File: config.mk
export PLATFORM = sky130hd
export DESIGN_NAME = fifo_word_packer
export DESIGN_NICKNAME = d
export VERILOG_FILES = /design/src/rtl/fifo_word_packer.sv
export SDC_FILE = /design/constraint.sdc
export NUM_CORES = 1
export LEC_CHECK = 0
export ABC_AREA = 1
export CORE_AREA = 2 2 95 97
export CTS_BUF_LIST = sky130_fd_sc_hd__clkbuf_4 sky130_fd_sc_hd__clkbuf_8 sky130_fd_sc_hd__clkbuf_16
export DETAILED_ROUTE_END_ITERATION = 8
export DIE_AREA = 0 0 97 99
export PLACE_DENSITY_LB_ADDON = 0.25
export SYNTH_ARGS = -nofsm -noshare
export SYNTH_HDL_FRONTEND = slang
export SYNTH_SLANG_ARGS = --single-unit
export TNS_END_PERCENT = 5
File: constraint.sdc
create_clock -name clk -period 3.3 [get_ports clk]
set_input_delay 0.495 -clock clk [delete_from_list [all_inputs] [get_ports clk]]
set_output_delay 0.495 -clock clk [all_outputs]
set_load 0.1 [all_outputs]
File: src/rtl/fifo_word_packer.sv
`default_nettype none
// ============================================================================
//  Module   : fifo_word_packer
//  Purpose  : Drains a synchronous FIFO. Packs PACK consecutive entries into
//             one wide word, which it presents on a valid/ready port. A flush
//             pulse emits the current partial word.
//  Revision : 1.0  initial release
// ============================================================================
module fifo_word_packer #(
  parameter int DATA_WIDTH = 8,
  parameter int PACK       = 4
) (
  input  logic                       clk,
  input  logic                       rst,
  input  logic                       fifo_empty,
  output logic                       fifo_rd_en,
  input  logic [DATA_WIDTH-1:0]      fifo_rd_data,
  input  logic                       flush,
  output logic                       flush_busy,
  output logic                       out_valid,
  input  logic                       out_ready,
  output logic [DATA_WIDTH*PACK-1:0] out_data,
  output logic [$clog2(PACK):0]      out_count
);

  localparam int CNT_W = $clog2(PACK) + 1;
  localparam int IDX_W = (CNT_W > 1) ? CNT_W - 1 : 1;
  localparam logic [CNT_W-1:0] c_pack = CNT_W'(PACK);

  typedef enum logic [1:0] {
    FILL       = 2'd0,
    FLUSH_WAIT = 2'd1,
    FLUSH_EMIT = 2'd2
  } state_t;

  state_t                             state;
  state_t                             state_next;
  logic [PACK-1:0][DATA_WIDTH-1:0]    acc;
  logic [PACK-1:0][DATA_WIDTH-1:0]    word_masked;
  logic [CNT_W-1:0]                   lane_cnt;
  logic [CNT_W-1:0]                   occupancy;
  logic [IDX_W-1:0]                   lane_idx;
  logic                               pending;
  logic                               can_load;
  logic                               xfer_req;
  logic                               xfer;

  assign lane_idx = lane_cnt[IDX_W-1:0];

  // Only lanes already filled leave the packer; the rest go out as zero.
  for (genvar i = 0; i < PACK; i++) begin : g_lane
    assign word_masked[i] = (CNT_W'(i) < lane_cnt) ? acc[i] : '0;
  end

  // Transfer decision and pop request. The pop counts the entry still in
  // flight, so the accumulator can never overrun.
  always_comb begin
    can_load   = !out_valid || out_ready;
    xfer_req   = (lane_cnt == c_pack) ||
                 ((state == FLUSH_EMIT) && (lane_cnt != '0));
    xfer       = xfer_req && can_load;
    occupancy  = (xfer ? '0 : lane_cnt) + {{(CNT_W-1){1'b0}}, pending};
    fifo_rd_en = !rst && !fifo_empty && (state == FILL) && !flush &&
                 (occupancy < c_pack);
  end

  // Flush sequencing: stop popping, let the in-flight entry land, then emit.
  always_comb begin
    state_next = state;
    flush_busy = (state != FILL);
    case (state)
      FILL:       if (flush) state_next = FLUSH_WAIT;
      FLUSH_WAIT: if (!pending) state_next = FLUSH_EMIT;
      FLUSH_EMIT: if ((lane_cnt == '0) || xfer) state_next = FILL;
      default:    state_next = FILL;
    endcase
  end

  // State register.
  always_ff @(posedge clk) begin
    if (rst) state <= FILL;
    else     state <= state_next;
  end

  // Read-return capture into the accumulator. On a transfer, a byte arriving
  // in the same cycle starts the next word in lane 0.
  always_ff @(posedge clk) begin
    if (rst) begin
      pending  <= 1'b0;
      lane_cnt <= '0;
      acc      <= '0;
    end else begin
      pending <= fifo_rd_en;
      if (xfer) begin
        lane_cnt <= pending ? CNT_W'(1) : '0;
        if (pending) acc[0] <= fifo_rd_data;
      end else if (pending) begin
        acc[lane_idx] <= fifo_rd_data;
        lane_cnt      <= lane_cnt + CNT_W'(1);
      end
    end
  end

  // Output word register. A retiring word and a new word can share one edge.
  always_ff @(posedge clk) begin
    if (rst) begin
      out_valid <= 1'b0;
      out_data  <= '0;
      out_count <= '0;
    end else if (xfer) begin
      out_valid <= 1'b1;
      out_data  <= word_masked;
      out_count <= lane_cnt;
    end else if (out_ready) begin
      out_valid <= 1'b0;
    end
  end

endmodule
`default_nettype wire

==> impl_metrics.json <==
{
  "hp-start": "acc[30]$_SDFFE_PP0P_",
  "dr_total_vias": 2581,
  "grt_max_degree": 38,
  "final_nets": 465,
  "core_um2": 8550,
  "ant_nets": 0,
  "setup_violations": 0,
  "root_buffer": "clkbuf_8",
  "synth_top_area_frac": 0.501,
  "syn_to_final_growth_pct": 27.9,
  "cts_setup_buffers": 0,
  "htreeDepth": 3,
  "share_comb_of_total_power": 0.081,
  "min_period_over_period": 0.737,
  "drv_cap": 0,
  "grt_overflow": 0,
  "routedLengthMet1_um": 3360,
  "tns_ns": 0,
  "slowest_delay_ns": 0.46,
  "cts_resized": 0,
  "viasPerCell": 4.60,
  "routed-wl-met3_um": 293,
  "r2r_start": "lane_cnt[0]$_SDFFE_PP0P_",
  "status": "complete, no violations",
  "p_sw_frac": 0.229,
  "clkSinkCount": 74,
  "ys_seq_elements": 74,
  "synth_ff_type": "dfxtp_1",
  "power_mw": 1.93,
  "timing.rr.end": "acc[21]$_SDFFE_PP0P_",
  "ys_warn_count": 0,
  "seq_power_share": 0.472,
  "grt_pass1_wl_um": 11400,
  "p_leak_nw": 1.55,
  "rsz0062_at_grt": "no",
  "drive_gt1_frac": 0.0751,
  "critPathKind": "flip-flop to output pin",
  "clk_latency_ns": 0.34,
  "dieArea_um2": 9600,
  "start_util": 0.346,
  "tightest_slew_ns": 0.979,
  "wl_met2_um": 3000,
  "drtIter0Drc": 102,
  "cp-end-kind": "output pin",
  "routed_wl_um": 6830,
  "maxSlewViolCount": 0,
  "critPathLaunchType": "flip-flop",
  "clkPwrFrac": 0.447,
  "clock_path_buffers": 2,
  "place_congestion": 0.752,
  "synth-async-reset-ratio": 0,
  "power_density_nw_per_um2": 511,
  "grt_pass1_vias": 2444,
  "hpwl_um": 4690,
  "min_period_ns": 2.43,
  "rrSetupSlack_ns": 0.96,
  "yosys.area.top_type": "dfxtp_1",
  "vdd.ir_drop.worst_mv": 0.201,
  "antenna_found_initial": 0,
  "netlist_top_cells_area": "dfxtp_1, nand2_1, nor2_1",
  "finalHoldViolations": 0,
  "num_rows": 34,
  "yosys-top-cells-count": "nand2_1, dfxtp_1, nor2_1",
  "cp.required_ns": 2.80,
  "reg2reg_depth": 9,
  "gr-usage-all-layers": 0.149,
  "syn_avg_cell_area_um2": 7.39,
  "final_util": 0.442,
  "die_h_um": 99,
  "synth_cells": 400,
  "hold_end": "out_data[30]$_SDFFE_PP0P_",
  "cts_hold_buf": 0,
  "cp_cell_sequence": "inv_1 > ha_1 > nand2_1 > nand3_2 > a21boi_2 > buf_12",
  "relSlewSlack": 0.345,
  "path_max_fanout": 8,
  "fin_worst_skew_ns": 0.00547,
  "cts_tree": "yes",
  "route.detailed.drc": 0,
  "drt_first_pass_iters": 4,
  "synth_cell_types": 23,
  "holdPathStages": 2,
  "cts_buffers": 9,
  "insertedDiodeCount": 0,
  "hold_class": "flip-flop to flip-flop",
  "synth_edf_count": 0,
  "netlist_area_um2": 2960,
  "fmax_mhz": 411,
  "drt-wirelength-per-cell_um": 12.2,
  "highest_layer": "met4",
  "port_buffers": 50,
  "num_io_pins": 51,
  "die-width_um": 97,
  "p_switching_mw": 0.442,
  "synth_nets": 417,
  "yosysMostFrequentCell": "nand2_1",
  "yosysSeqAreaShare": 0.501,
  "power.internal_mw": 1.49,
  "crit_arrival_ns": 1.94,
  "slowest_stage": "dfxtp_1",
  "path_clk_slew_ns": 0.07
}
==> sequential cells by signal, indices dropped and copies added (netlist names) <==
name       cells
out_count      3
acc           32
out_data      32
out_valid      1
lane_cnt       3
state          2
pending        1
==> worst max path at each step <==
stage | startpoint | end | slack, ns
3_3_place_gp | rst | fifo_rd_en | 0.87
4_1_cts | lane_cnt[0]$_SDFFE_PP0P_ | fifo_rd_en | 0.84
6_report | lane_cnt[0]$_SDFFE_PP0P_ | fifo_rd_en | 0.87
5_1_grt | lane_cnt[0]$_SDFFE_PP0P_ | acc[17]$_SDFFE_PP0P_ | 0.66
3_5_place_dp | out_ready | acc[21]$_SDFFE_PP0P_ | 0.86
2_1_floorplan | state[1]$_SDFFE_PP0P_ | fifo_rd_en | 0.53
==> power groups by stage <==
stage | clock, mW | combinational [mW] | sequential, mW
global route | 0.920 | 0.174 | 0.913
floorplan | 0 | 0.103 | 0.942
CTS | 0.884 | 0.159 | 0.911
detailed placement | 0 | 0.158 | 0.932
global placement | 0 | 0.157 | 0.932
finish | 0.863 | 0.157 | 0.912
==> through the flow <==
stage | area [um2] | std cells | setup WS (ns) | hold WS [ns]
after floorplan | 2960 | 400 | 0.527 | 0.439
after global placement | 3530 | 545 | 0.867 | 0.451
after detailed placement | 3530 | 545 | 0.856 | 0.454
after CTS | 3780 | 561 | 0.840 | 0.463
after global routing | 3780 | 561 | 0.663 | 0.486
final | 3780 | 561 | 0.868 | 0.456
==> worst max-delay path, delay by kind of cell (launching register included) <==
kind                       cells  cell delay [ns]
buffers and inverters          2             0.33
and+or+nand+nor                2             0.29
DFF                            1             0.46
adders and majority gates      1             0.24
AOI/OAI and AO/OA              1             0.26
==> per-layer routing <==
layer  track usage  vias up
met5             0        -
met4        0.0758        0
met1         0.189     1152
li1              -     1359
met3        0.0426       15
met2         0.232       55
==> cells in the final DEF (no fill, tap or decap), types with 2 or more instances in the layout <==
| cell type | n |
|---|---|
| clkbuf_8 | 11 |
| inv_1 | 33 |
| inv_2 | 3 |
| dfxtp_1 | 74 |
| a21oi_1 | 45 |
| clkdlybuf4s50_1 | 48 |
| clkinv_2 | 3 |
| nor2_1 | 62 |
| nand2_2 | 2 |
| ha_1 | 4 |
| nand2_1 | 99 |
| o21ai_0 | 8 |
| bufinv_16 | 3 |
| buf_4 | 7 |
| nand3_1 | 40 |
==> cell families after synthesis <==
logic type,after synthesis,synth area share
and+or+nand+nor,208,0.293
AOI/OAI and AO/OA,56,0.0973
adders and majority gates,4,0.0169
buffers and inverters,57,0.0884
DFF,74,0.501
xor gates and xnor gates,1,0.00296
==> layout make-up <==
| cell class | count | area, um2 |
|---|---|---|
| clock inverter | 5 | 100 |
| timing repair buffer | 56 | 553 |
| tap | 108 | 135 |
| inverter | 38 | 144 |
| multi-input combinational | 269 | 1220 |
| fill | 876 | 4770 |
| clock buffer | 11 | 151 |
| sequential | 74 | 1480 |
Note: power is estimated with default switching activity, not from simulation.
